==> config.mk <==
export PLATFORM = sky130hd
export DESIGN_NAME = mouse_pos_ctl
export DESIGN_NICKNAME = d
export VERILOG_FILES = /design/src/rtl/mouse_pos_ctl.sv
export SDC_FILE = /design/constraint.sdc
export NUM_CORES = 1
export LEC_CHECK = 0
export ABC_AREA = 1
export CORE_ASPECT_RATIO = 2
export CORE_UTILIZATION = 45
export CTS_BUF_LIST = sky130_fd_sc_hd__clkbuf_4
export DETAILED_ROUTE_END_ITERATION = 16
export PLACE_DENSITY_LB_ADDON = 0.3
export SLEW_MARGIN = 20
export SYNTH_ARGS = -nofsm -noshare
export SYNTH_HDL_FRONTEND = slang
export SYNTH_SLANG_ARGS = --single-unit
==> constraint.sdc <==
create_clock -name clk -period 1.7 [get_ports clk]
set_input_delay 0.17 -clock clk [delete_from_list [all_inputs] [get_ports clk]]
set_output_delay 0.17 -clock clk [all_outputs]
set_load 0.01 [all_outputs]
==> src/rtl/mouse_pos_ctl.sv <==
// Frame-synchronous cursor position and rate-limited shot control.
// Optional 2-tap position jitter filter: define MOUSE_SMOOTH_EN.
module mouse_pos_ctl #(
  parameter int H_PIXELS        = 800,
  parameter int V_PIXELS        = 600,
  parameter int X_RST           = 400,
  parameter int Y_RST           = 300,
  parameter int COOLDOWN_FRAMES = 15
) (
  input  logic        clk,
  input  logic        rst_n,
  input  logic [11:0] xpos_raw,
  input  logic [11:0] ypos_raw,
  input  logic        left_raw,
  input  logic        vblnk,
  output logic [11:0] xpos,
  output logic [11:0] ypos,
  output logic        shot_valid,
  output logic [11:0] shot_x,
  output logic [11:0] shot_y,
  output logic        shot_ready,
  output logic [7:0]  shot_count
);

  typedef enum logic [1:0] {
    READY,
    FIRE,
    COOLDOWN,
    WAIT_REL
  } state_t;

  localparam logic [11:0] X_MAX = 12'(H_PIXELS - 1);
  localparam logic [11:0] Y_MAX = 12'(V_PIXELS - 1);
  localparam logic [11:0] X_INI = 12'(X_RST);
  localparam logic [11:0] Y_INI = 12'(Y_RST);
  localparam logic [7:0]  CD    = 8'(COOLDOWN_FRAMES);

  state_t      state;
  logic        vblnk_d;
  logic        frame_tick;
  logic        sync1;
  logic        left_s;
  logic        left_s_d;
  logic        press;
  logic [7:0]  cnt;
  logic [11:0] x_clamp;
  logic [11:0] y_clamp;
  logic [11:0] x_next;
  logic [11:0] y_next;

  assign frame_tick = vblnk & ~vblnk_d;
  assign press      = left_s & ~left_s_d;
  assign x_clamp    = (xpos_raw > X_MAX) ? X_MAX : xpos_raw;
  assign y_clamp    = (ypos_raw > Y_MAX) ? Y_MAX : ypos_raw;

`ifdef MOUSE_SMOOTH_EN
  logic [12:0] x_sum;
  logic [12:0] y_sum;

  assign x_sum  = {1'b0, xpos} + {1'b0, x_clamp};
  assign y_sum  = {1'b0, ypos} + {1'b0, y_clamp};
  assign x_next = x_sum[12:1];
  assign y_next = y_sum[12:1];
`else
  assign x_next = x_clamp;
  assign y_next = y_clamp;
`endif

  always_ff @(posedge clk or negedge rst_n) begin
    if (!rst_n) begin
      vblnk_d  <= 1'b0;
      sync1    <= 1'b0;
      left_s   <= 1'b0;
      left_s_d <= 1'b0;
      xpos     <= X_INI;
      ypos     <= Y_INI;
    end else begin
      vblnk_d  <= vblnk;
      sync1    <= left_raw;
      left_s   <= sync1;
      left_s_d <= left_s;
      if (frame_tick) begin
        xpos <= x_next;
        ypos <= y_next;
      end
    end
  end

  // Capture happens at the end of FIRE, so it sees the pre-tick position.
  always_ff @(posedge clk or negedge rst_n) begin
    if (!rst_n) begin
      state      <= READY;
      shot_valid <= 1'b0;
      shot_x     <= '0;
      shot_y     <= '0;
      shot_ready <= 1'b1;
      shot_count <= '0;
      cnt        <= '0;
    end else begin
      shot_valid <= 1'b0;
      unique case (state)
        READY: begin
          if (press) begin
            state      <= FIRE;
            shot_ready <= 1'b0;
          end
        end
        FIRE: begin
          shot_valid <= 1'b1;
          shot_x     <= xpos;
          shot_y     <= ypos;
          shot_count <= shot_count + 8'd1;
          cnt        <= '0;
          state      <= (CD == 8'd0) ? WAIT_REL : COOLDOWN;
        end
        COOLDOWN: begin
          if (frame_tick) begin
            cnt <= cnt + 8'd1;
            if (cnt + 8'd1 == CD) state <= WAIT_REL;
          end
        end
        WAIT_REL: begin
          if (!left_s) begin
            state      <= READY;
            shot_ready <= 1'b1;
          end
        end
        default: begin
          state      <= READY;
          shot_ready <= 1'b1;
        end
      endcase
    end
  end

endmodule

After elaboration in Yosys (flattened, before gate mapping)
Cells that the tools add are included.
- register bits after elaboration: 72
- input bits: 28
- output and inout bits: 58
- word-level logic and storage cells: 48
- bitwise operators: 4
- add/subtract/negate cells: 2
- magnitude comparators: 2
- mux-type cells: 13
- equality and inequality tests: 8
- reductions and logical operators: 6
- operators by type and width (cell ; count):
    $gt A12 B10 Y1 const B ; 2
    $mux W12 ; 2
    $add A8 B1 Y8 const B ; 2
    $pmux W8 S2 ; 1
    $eq A8 B4 Y1 const B ; 1
    $mux W2 ; 4
    $mux W8 ; 1
    $ne A2 B2 Y1 const B ; 4
    $pmux W2 S4 ; 1
    $eq A2 B2 Y1 const B ; 2
    $reduce_and A4 Y1 ; 1
    $reduce_bool A2 Y1 ; 2
    $mux W1 ; 3
    $reduce_and A3 Y1 ; 1
    $and A1 B1 Y1 ; 2
    $eq A2 B1 Y1 const B ; 1
    $logic_not A2 Y1 ; 1
    $not A1 Y1 ; 2
    $pmux W1 S2 ; 1
    $reduce_and A2 Y1 ; 1

Longest topological paths before layout
- depth in word-level cells: 5
- mapped depth: 13
- gate-level depth less buffers: 13

Worst setup path before layout
Ideal clock, no wire load.
- kind: reg2reg
- start: reg cnt[0]
- end: reg state[0]
- path slack: 0.254 ns
- buffers on the path: 0
- stages on the path, launching flop included: 11
- required time: 1.583 ns
- setup time: 0.117 ns
- arrival: 1.329 ns
- clock period less this slack: 1.446 ns
- path through: dfrtp_1 -> ha_1 -> nand3_1 -> o21ai_1 -> nand2_2 -> nor2_2 -> nand2_1 -> nand2_2 -> nand2_2 -> nand2_1 -> nand2_1
- longest elaborated chain between the ends: 4
- ends and longest elaborated chain (what ; RTL line ; source):
    from (decl) ; 45 ; logic [7:0] cnt;
    from (signal assigned) ; 118 ; cnt <= cnt + 8'd1;
    $add A8 B1 Y8 ; 119 ; if (cnt + 8'd1 == CD) state <= WAIT_REL;
    $eq A8 B4 Y1 ; 119 ;
    $ne A2 B2 Y1 (no line) ; n/a ;
    $reduce_and A4 Y1 (no line) ; n/a ;
    to (signal assigned) ; 114 ; state <= (CD == 8'd0) ? WAIT_REL : COOLDOWN;
    to (decl) ; 38 ; state_t state;
Every way passes these cells.
A chain may end at the register's enable or synchronous reset.

Worst setup path after layout
- start: reg shot_ready
- end: out shot_ready
- RTL lines (what ; RTL line ; source):
    from (decl) ; 21 ; output logic shot_ready,
    from (signal assigned) ; 96 ; shot_ready <= 1'b1;
    from (signal assigned) ; 105 ; shot_ready <= 1'b0;
    from (signal assigned) ; 125 ; shot_ready <= 1'b1;
No word-level cell between the ends.

==> impl_metrics.yaml <==
outcome:
  run_status: "completed"
place:
  port_buffers: 85
  dp_slack_ns: -0.0196
  placedCellCount: 516
  dpl.hpwl_mm: 5.50
  place_area_um2: 4100
  place.gp.congestion: 0.870
routing:
  ant_nets: 0
  drt_pass1_iterations: 4
  post_drt_wl_per_cell_um: 14.1
  drtIter0Drc: 106
  vias_per_cell: 4.92
  wl_mm: 7.54
  drc_errors: 0
  vias: 2633
die:
  core_area_um2: 6620
  die_area_um2: 7210
  die_h_um: 119
  placementRows: 42
  initial_core_util_pct: 46.6
  ios: 86
  die_w_um: 60.6
setup_path:
  crit_slowest_cell: "dfstp_2"
  crit_chain: "clkdlybuf4s50_1"
  cp-startpoint: "shot_ready"
  critPathMaxStageDelay_ns: 0.55
  crit_family: "flip-flops"
  cp-end-kind: "output pin"
  worst-setup-path-type: "reg2out"
  cp.required_ns: 1.53
  start_kind: "flip-flop"
  crit_buf_inv: 1
  rr_startpoint: "cnt[0]"
  critPathMaxFanout: 2
  arrival_ns: 1.49
global_routing:
  use_met2_pct: 39.3
  grt_start_max_net_pins: 73
  antenna_found_initial: 1
  use_met1_pct: 24.6
  grt.overflow.total: 0
  track_usage_pct: 23.0
  met3_usage_pct: 6.30
  busiest_layer: "met2"
  grt_first_pass_wirelength_mm: 12.1
  grt_pass1_vias: 2574
min_path:
  worstHoldStart: "left_raw"
  hp-class: "in2reg"
cts:
  cts_buffers: 9
  cts_buffer_depth: 2
  cts_max_level: 3
  insertion_delay_ns: 0.43
  cts_sinks: 72
  cts_tree: "yes"
  root_buffer: "clkbuf_4"
  cts.clk_slew.worst_paths_ns: 0.10
pwr:
  p_seq_share_pct: 42.2
  netSwitchingPower_uw: 1950
  sw_frac_of_total_pct: 34.0
  leakage_uw: 0.00195
  pwr-share-comb_pct: 37.3
  ir_drop_uv: 920
  powerDensity_nw_per_um2: 1340
  p_int_uw: 3790
  power.share.clock_pct: 20.5
timing:
  worst_clock_skew_ns: 0.0143
  fmax_ghz: 0.602
  worstMarginPinSlew_ns: 0.379
  drv_slew: 0
  min_period_ns: 1.66
  slew_headroom_pct: 74.7
  holdWs_ns: 0.198
  setup_viol: 0
  finalHoldViolCount: 0
  period_share_pct: 97.7
  rsz0062_at_grt: "true"
  finalWorstSetupSlack_ns: 0.0395
final_layout:
  nNetsFinal: 476
  drive_above_1_share_pct: 11.7
  syn_to_final_growth_pct: 38.6
  final_cell_mix: "nand2_1 (105), clkdlybuf4s50_1 (78), dfrtp_1 (62)"
  postLayoutCoreUtil_pct: 64.6
  final_common_cell: "nand2_1"
  design_area_um2: 4280
  finalNonFillerCells: 535
yosys:
  synth.area.top_cells: "dfrtp_1 (52%), nand2_1 (13%), dfstp_2 (6.8%)"
  syn_nets: 378
  ys_seq_area_share_pct: 58.7
  yosysUniqueCellTypes: 27
  avgSynthCellArea_um2: 9.00
  synth-seq-cells: 72
  synth_area_leader_cell: "dfrtp_1"
  yosys.area.top_type_share_pct: 51.9
  synthCells: 343
  syn_area_um2: 3090
  yosysWarnings: 0
flow_run:
  maxCapViolCount: 0
==> metrics by stage <==
| stage | setup TNS (ns) | total power, uW |
|---|---|---|
| detailed placement | -0.0485 | 4590 |
| global placement | 0 | 4510 |
| floorplan | 0 | 3440 |
| finish | 0 | 5750 |
| CTS | 0 | 5770 |
| global route | -0.0367 | 6120 |
==> Yosys cell counts <==
master    number
nand2_1      105
clkbuf_1       6
nand3_1       14
nor3_1         2
nor2_1        23
xor2_1         4
o21ai_0       10
inv_2          4
inv_1         42
dfstp_2        8
a21oi_2        1
nand4_1        2
nor2_2         4
a21oi_1        6
nand2_2        5
dfrtp_1       64
buf_2          2
a22oi_1        1
a311oi_4       1
o22ai_1       10
o21ai_1       12
or2_0          4
buf_1          1
ha_1           7
a22o_1         1
xnor2_1        3
o21ai_2        1
==> state kept, by name, summed over array words and instances, names as in the netlist <==
signal,cells
cnt,8
shot_ready,1
sync1,1
ypos,12
shot_count,8
state,2
vblnk_d,1
left_s_d,1
left_s,1
xpos,12
shot_x,12
shot_valid,1
shot_y,12
==> layout make-up <==
| type | instances | area, um^2 |
|---|---|---|
| Antenna cell | 1 | 2.50 |
| Clock buffer | 11 | 82.6 |
| Tap cell | 88 | 110 |
| Clock inverter | 5 | 71.3 |
| Timing Repair Buffer | 96 | 952 |
| Fill cell | 575 | 2340 |
| Inverter | 46 | 173 |
| Multi-Input combinational cell | 216 | 1070 |
| Sequential cell | 72 | 1810 |
==> worst paths after layout <==
check,end,slack (ns),cells past startpoint
max,shot_ready,0.04,1
min in group asynchronous,shot_x[3],0.26,3
min reg2reg,left_s,0.36,0
max in group asynchronous,shot_ready,1.06,3
min,sync1,0.20,1
max reg2reg,state[1],0.09,13
==> what timing repair did <==
action | CTS | global route
hold buffers | 1 | 0
gates resized for setup | 6 | 5
hold endpoints to repair | 64 | 0
setup endpoints to repair | 6 | 7
setup buffers | 0 | 1
==> power groups by stage <==
stage          clock, uW  sequential [uW]  combinational, uW
4_1_cts             1200             2430               2140
3_3_place_gp           0             2440               2070
6_report            1180             2420               2150
5_1_grt             1260             2480               2380
2_1_floorplan          0             2570                873
3_5_place_dp           0             2460               2140
==> cell families after synthesis <==
family	Yosys count	synth area share [%]
AO/OA/AOI/OAI	43	8.51
XOR/XNOR	7	1.99
adder cells (fa/ha/maj)	7	2.84
buffers and inverters	55	6.77
flip-flops	72	58.7
AND/OR/NAND/NOR	159	21.2
==> metal layers <==
layer  share of wire (%)  routed length [um]  vias up
li1                    -                   -     1268
met1                  36                2740     1260
met2                  55                4140       88
met3                 5.3                 398       17
met4                 3.5                 261        0
met5                   0                   0        -
(Power assumes the default switching activity.)
